### src/rtl/branch_feedback_pkg.sv
// Shared defines and types for the branch feedback block: resolve classification
// and the counter width used by the mispredict statistics.
`ifndef HEAD_V
`define HEAD_V
`define DAT_W 32
`endif

package branch_feedback_pkg;

    localparam int unsigned MP_CNT_W = 16;

    typedef enum logic [1:0] {
        RES_IDLE,
        RES_HIT,
        RES_MISS,
        RES_EMPTY
    } res_e;

    function automatic res_e classify(input logic req, input logic empty,
                                      input logic pbr, input logic abr);
        if (!req)          return RES_IDLE;
        else if (empty)    return RES_EMPTY;
        else if (pbr != abr) return RES_MISS;
        else               return RES_HIT;
    endfunction

endpackage

### src/rtl/bf_queue.sv
// In-order queue of predicted branches {pc, pbr}; clear flushes pointers and count
// and takes priority over push/pop.
module bf_queue #(
    parameter  int unsigned DEPTH = 8,
    parameter  int unsigned DAT_W = 32,
    localparam int unsigned PTR_W = $clog2(DEPTH),
    localparam int unsigned CNT_W = PTR_W + 1
) (
    input  logic             clk,
    input  logic             rst,
    input  logic             push_i,
    input  logic [DAT_W-1:0] pc_i,
    input  logic             pbr_i,
    input  logic             pop_i,
    input  logic             clear_i,
    output logic [DAT_W-1:0] head_pc_o,
    output logic             head_pbr_o,
    output logic [CNT_W-1:0] cnt_o,
    output logic             full_o,
    output logic             empty_o
);

    logic [DAT_W-1:0] pc_mem [DEPTH];
    logic [DEPTH-1:0] pbr_mem;

    logic [PTR_W-1:0] head_q, head_d;
    logic [PTR_W-1:0] tail_q, tail_d;
    logic [CNT_W-1:0] cnt_q, cnt_d;

    always_comb begin
        head_d = head_q;
        tail_d = tail_q;
        cnt_d  = cnt_q;
        if (clear_i) begin
            head_d = '0;
            tail_d = '0;
            cnt_d  = '0;
        end else begin
            if (push_i) tail_d = tail_q + PTR_W'(1);
            if (pop_i)  head_d = head_q + PTR_W'(1);
            case ({push_i, pop_i})
                2'b10:   cnt_d = cnt_q + CNT_W'(1);
                2'b01:   cnt_d = cnt_q - CNT_W'(1);
                default: cnt_d = cnt_q;
            endcase
        end
    end

    always_ff @(posedge clk or posedge rst) begin
        if (rst) begin
            head_q <= '0;
            tail_q <= '0;
            cnt_q  <= '0;
        end else begin
            head_q <= head_d;
            tail_q <= tail_d;
            cnt_q  <= cnt_d;
        end
    end

    // Storage is intentionally not reset; only pointers define validity.
    always_ff @(posedge clk) begin
        if (push_i && !clear_i) begin
            pc_mem[tail_q]  <= pc_i;
            pbr_mem[tail_q] <= pbr_i;
        end
    end

    assign head_pc_o  = pc_mem[head_q];
    assign head_pbr_o = pbr_mem[head_q];
    assign cnt_o      = cnt_q;
    assign full_o     = (cnt_q == CNT_W'(DEPTH));
    assign empty_o    = (cnt_q == '0);

endmodule

### src/rtl/branch_feedback.sv
// Branch resolution feedback: compares the oldest prediction with the committed
// outcome, updates the predictor, and raises a redirect on mispredict.
`ifndef HEAD_V
`define HEAD_V
`define DAT_W 32
`endif

module branch_feedback
    import branch_feedback_pkg::*;
#(
    parameter  int unsigned DEPTH = 8,
    parameter  int unsigned DAT_W = `DAT_W,
    localparam int unsigned CNT_W = $clog2(DEPTH) + 1
) (
    input  logic                clk,
    input  logic                rst,
    input  logic                en,
    input  logic                if_push_i,
    input  logic [DAT_W-1:0]    if_pc_i,
    input  logic                if_pbr_i,
    output logic                if_full_o,
    input  logic                cm_en_i,
    input  logic                cm_abr_i,
    input  logic [DAT_W-1:0]    cm_tgt_i,
    output logic                bp_en_o,
    output logic                bp_abr_o,
    output logic [DAT_W-1:0]    bp_tpc_o,
    output logic                mp_o,
    output logic [DAT_W-1:0]    mp_pc_o,
    output logic [CNT_W-1:0]    cnt_o,
    output logic                err_o,
    output logic [MP_CNT_W-1:0] mp_cnt_o
);

    res_e             res_kind;
    logic             q_push, q_pop, q_clear;
    logic             q_full, q_empty;
    logic [DAT_W-1:0] head_pc;
    logic             head_pbr;

    logic                bp_en_q, bp_en_d;
    logic                bp_abr_q, bp_abr_d;
    logic [DAT_W-1:0]    bp_tpc_q, bp_tpc_d;
    logic                mp_q, mp_d;
    logic [DAT_W-1:0]    mp_pc_q, mp_pc_d;
    logic                err_q, err_d;
    logic [MP_CNT_W-1:0] mp_cnt_q, mp_cnt_d;

    assign res_kind = en ? classify(cm_en_i, q_empty, head_pbr, cm_abr_i) : RES_IDLE;
    assign q_pop    = (res_kind == RES_HIT) || (res_kind == RES_MISS);
    assign q_clear  = (res_kind == RES_MISS);
    // A correct pop frees a slot this cycle, so a full queue may still accept.
    assign q_push   = en && if_push_i && (res_kind != RES_MISS)
                      && (!q_full || (res_kind == RES_HIT));

    bf_queue #(
        .DEPTH (DEPTH),
        .DAT_W (DAT_W)
    ) u_queue (
        .clk        (clk),
        .rst        (rst),
        .push_i     (q_push),
        .pc_i       (if_pc_i),
        .pbr_i      (if_pbr_i),
        .pop_i      (q_pop),
        .clear_i    (q_clear),
        .head_pc_o  (head_pc),
        .head_pbr_o (head_pbr),
        .cnt_o      (cnt_o),
        .full_o     (q_full),
        .empty_o    (q_empty)
    );

    always_comb begin
        bp_en_d  = 1'b0;
        bp_abr_d = bp_abr_q;
        bp_tpc_d = bp_tpc_q;
        mp_d     = 1'b0;
        mp_pc_d  = mp_pc_q;
        err_d    = err_q;
        mp_cnt_d = mp_cnt_q;
        if (q_pop) begin
            bp_en_d  = 1'b1;
            bp_abr_d = cm_abr_i;
            bp_tpc_d = head_pc;
        end
        if (res_kind == RES_MISS) begin
            mp_d    = 1'b1;
            mp_pc_d = cm_abr_i ? cm_tgt_i : head_pc + DAT_W'(4);
            if (mp_cnt_q != '1) mp_cnt_d = mp_cnt_q + MP_CNT_W'(1);
        end
        if (res_kind == RES_EMPTY) err_d = 1'b1;
    end

    always_ff @(posedge clk or posedge rst) begin
        if (rst) begin
            bp_en_q  <= 1'b0;
            bp_abr_q <= 1'b0;
            bp_tpc_q <= '0;
            mp_q     <= 1'b0;
            mp_pc_q  <= '0;
            err_q    <= 1'b0;
            mp_cnt_q <= '0;
        end else begin
            bp_en_q  <= bp_en_d;
            bp_abr_q <= bp_abr_d;
            bp_tpc_q <= bp_tpc_d;
            mp_q     <= mp_d;
            mp_pc_q  <= mp_pc_d;
            err_q    <= err_d;
            mp_cnt_q <= mp_cnt_d;
        end
    end

    assign if_full_o = q_full;
    assign bp_en_o   = bp_en_q;
    assign bp_abr_o  = bp_abr_q;
    assign bp_tpc_o  = bp_tpc_q;
    assign mp_o      = mp_q;
    assign mp_pc_o   = mp_pc_q;
    assign err_o     = err_q;
    assign mp_cnt_o  = mp_cnt_q;

endmodule

### config.mk
export PLATFORM = sky130hd
export DESIGN_NAME = branch_feedback
export DESIGN_NICKNAME = d
export VERILOG_FILES = /design/src/rtl/branch_feedback_pkg.sv /design/src/rtl/bf_queue.sv /design/src/rtl/branch_feedback.sv
export SDC_FILE = /design/constraint.sdc
export NUM_CORES = 1
export LEC_CHECK = 0
export ABC_AREA = 1
export BUFFER_PORTS_ARGS = -buffer_cell sky130_fd_sc_hd__buf_2
export CAP_MARGIN = 5
export CORE_ASPECT_RATIO = 0.9
export CORE_MARGIN = 1.5
export CORE_UTILIZATION = 59
export CTS_CLUSTER_DIAMETER = 50
export DETAILED_ROUTE_END_ITERATION = 8
export HOLD_SLACK_MARGIN = 0.1
export PLACE_DENSITY = 0.82
export SYNTH_ARGS = -nofsm -noshare
export SYNTH_HDL_FRONTEND = slang
export SYNTH_SLANG_ARGS = --single-unit
### constraint.sdc
create_clock -name clk -period 5.6 [get_ports clk]
set_input_delay 0.28 -clock clk [delete_from_list [all_inputs] [get_ports clk]]
set_output_delay 0.28 -clock clk [all_outputs]
set_load 0.01 [all_outputs]
==> results.py <==
metrics = {
    "status": {
        "status": "finished, final reports clean",
    },
    "critical_path": {
        "startpoint_type": "flip-flop",
        "reg2reg_setup_slack_ps": 1420,
        "r2r_start": "u_queue.head_q[0]",
        "timing.rr.end": "u_queue.pc_mem[4][20]",
        "end_kind": "flip-flop",
        "critical_path_class": "reg2reg",
        "cp_data_arrival_time_ps": 4430,
        "critPathMaxFanout": 75,
        "r2r_cells": 16,
        "required_ps": 5850,
    },
    "logic_synthesis": {
        "seq_area_frac_synth_pct": 62.2,
        "ys_top_cells_by_count": "nand2_1 (581), edfxtp_1 (264), inv_1 (261)",
        "synth_most_common_cell": "nand2_1",
        "ys_ff_latch": 358,
        "syn_nets": 1835,
        "synth_warnings": 0,
        "yosys-top-cells-area": "edfxtp_1 (48%), dfrtp_1 (14%), nand2_1 (13%)",
        "synth_cell_type_count": 33,
        "synth_area_mm2": 0.0165,
        "synth_flop_cell": "edfxtp_1",
        "yosys.area.top_type": "edfxtp_1",
        "async_flop_share_pct": 26.3,
        "netlist_instances": 1754,
        "synth_edf_count": 264,
        "synth.avg_cell_area_um2": 9.42,
        "synth_top_area_share_pct": 48.0,
    },
    "drt": {
        "dr.pass1.iters": 8,
        "ant_nets": 0,
        "vias": 12800,
        "vias_per_cell": 5.45,
        "wire_per_inst_um": 17.8,
        "wl_um": 41700,
        "initialDrtViolationCount": 1411,
        "drcViolationCount": 0,
    },
    "final_layout": {
        "multiInputGateArea_mm2": 0.00482,
        "fin_util_pct": 70.8,
        "seqCellArea_mm2": 0.0103,
        "fin_nets": 2044,
        "fill_cells": 1898,
        "drive_gt1_share_pct": 15.2,
        "area_delta_synth_final_pct": 16.7,
        "final_cells": 2346,
    },
    "global_route": {
        "grtUsageTotal_pct": 28.8,
        "grt_pass1_vias": 12400,
        "grt_max_degree": 85,
        "grt-ovfl-total": 0,
        "antenna_found_initial": 2,
        "grt_pass1_wl_um": 65500,
    },
    "die": {
        "num_rows": 57,
        "dieArea_mm2": 0.0290,
        "dieWidth_um": 179,
        "pin_count": 160,
        "start_util_pct": 60.7,
        "core_mm2": 0.0272,
        "fp.dieH_um": 162,
    },
    "run": {
        "drv_cap": 0,
    },
    "placement": {
        "dp.cells": 2218,
        "routabilityCongestion": 0.937,
        "portBuffers": 159,
        "post-dp-hpwl_um": 26000,
    },
    "hold_path": {
        "hold_start": "cm_tgt_i[7]",
        "holdPathStages": 3,
        "worstHoldEndpoint": "mp_pc_o[7]",
        "holdCritPathClass": "in2reg",
    },
    "sta": {
        "timing.fmax_ghz": 0.239,
        "drv_slew": 0,
        "setup_viol": 0,
        "period_share_pct": 74.7,
        "tightest_slew_ps": 974,
        "slew_headroom_pct": 35.0,
        "final.setup.tns_ps": 0,
        "finalHoldViolCount": 0,
        "rsz0062_at_grt": "no",
        "finalCriticalPeriod_ps": 4180,
        "fin_skew_ps": 16.2,
    },
    "power_and_ir_drop": {
        "swShare_pct": 40.7,
        "p_per_area_mw_per_mm2": 500,
        "ir_worst_vdd_uv": 300,
        "p_comb_share_pct": 38.8,
        "power.total_w": 0.00963,
        "netSwitchingPower_w": 0.00392,
        "leakage_nw": 8.89,
        "p_seq_share_pct": 36.7,
        "p_int_w": 0.00571,
        "pwr-share-clk_pct": 24.5,
    },
    "clocking": {
        "clkLatencyLatePin_ps": 540,
        "htreeDepth": 2,
        "cts_buffers": 37,
        "clk_pin_slew_ps": 60,
        "cts_sinks": 358,
        "cts_tree": "done",
        "root_buffer": "clkbuf_16",
        "cts_buffer_depth": 3,
    },
}
## what timing repair did
item                                   in CTS  in global routing
setup buffers                               0                  0
endpoints found under the hold margin     329                  0
hold buffers                               60                  0
resized for setup                           0                  0
## cell usage in the layout, fill, tap and decap left out, drive strengths merged, types with 3 or more instances in the layout
master,Yosys,layout
nor3,4,4
nand2,608,608
ha,9,9
nor2,145,145
o22ai,8,8
o211ai,3,3
buf,51,181
inv,266,267
dlygate4sd3,0,60
nand4,4,4
xnor2,9,9
dfrtp,94,94
o21ai,81,81
a31oi,7,7
a21oi,14,14
clkinv,0,17
nand3,148,148
edfxtp,264,264
xor2,10,10
clkbuf,20,44
## state kept, by name (all words and copies together), names as in the netlist
signal / count
u_queue.head_q: 3
bp_abr_o: 1
bp_en_o: 1
err_o: 1
bp_tpc_o: 32
u_queue.tail_q: 3
mp_cnt_o: 16
u_queue.pbr_mem: 8
mp_o: 1
mp_pc_o: 32
u_queue.pc_mem: 256
u_queue.cnt_o: 4
## routing by layer
| metal | global-route usage (%) | wire (um) |
|---|---|---|
| met5 | 0 | 0 |
| met4 | 9.81 | 1010 |
| met2 | 47.6 | 19900 |
| met1 | 38.6 | 16500 |
| met3 | 5.56 | 4220 |
## worst max path at each step
stage	cells after the start	to	slack, ps	startpoint
CTS	16	u_queue.pc_mem[2][8]	1400	u_queue.head_q[0]
global route	16	u_queue.pc_mem[4][21]	1030	u_queue.head_q[0]
global placement	16	u_queue.pc_mem[4][18]	1550	u_queue.head_q[0]
detailed placement	16	u_queue.pc_mem[4][18]	1430	u_queue.head_q[0]
floorplan	17	u_queue.pbr_mem[0]	1480	u_queue.head_q[1]
finish	16	u_queue.pc_mem[4][20]	1420	u_queue.head_q[0]
## final cells by class
cell class,instances,area share (%)
well taps,354,2.30
diodes,2,0.0260
clock buffers,44,4.99
clock inverters,22,1.02
repair buffers,241,8.10
inverters,266,5.20
flip-flops and latches,358,53.4
multi-input cells,1059,25.0
## cells by family (layout without fill, tap and decap cells)
family / after synthesis / after routing / synth area share (%)
adder cells (fa/ha/maj): 10 / 10 / 0.803
other: 0 / 2 / 0
AND/OR/NAND/NOR: 913 / 913 / 23.2
XOR/XNOR: 19 / 19 / 1.01
flip-flops: 358 / 358 / 62.2
buffers and inverters: 337 / 573 / 8.97
AO/OA/AOI/OAI: 117 / 117 / 3.80
## critical path, cell delays in order, from the launching register on
cell and delay (ps):
dfrtp_4 410, buf_4 610, o21ai_0 220, o221ai_1 210, nand2_1 100, xor2_1 170
inv_1 90, nand2_1 50, nand3_1 90, inv_1 70, ha_1 190, nor2_1 110
nand2_1 100, inv_1 150, nand2_1 270, nor2_4 780, buf_4 290
## through the flow
step	setup WS [ps]	instance area, um^2	hold slack (ps)
floorplan	1480	16500	379
global placement	1550	17500	343
detailed placement	1430	17500	352
CTS	1400	19300	108
global route	1030	19300	129
finish	1420	19300	127
## power groups by stage
stage               Combinational [W]  Sequential (W)  Clock (W)
floorplan                     0.00246         0.00364          0
CTS                           0.00369         0.00353    0.00238
detailed placement            0.00362         0.00358          0
global route                  0.00413         0.00357    0.00249
finish                        0.00374         0.00354    0.00236
global placement              0.00351         0.00356          0
Note: power is estimated with default switching activity, not from simulation.
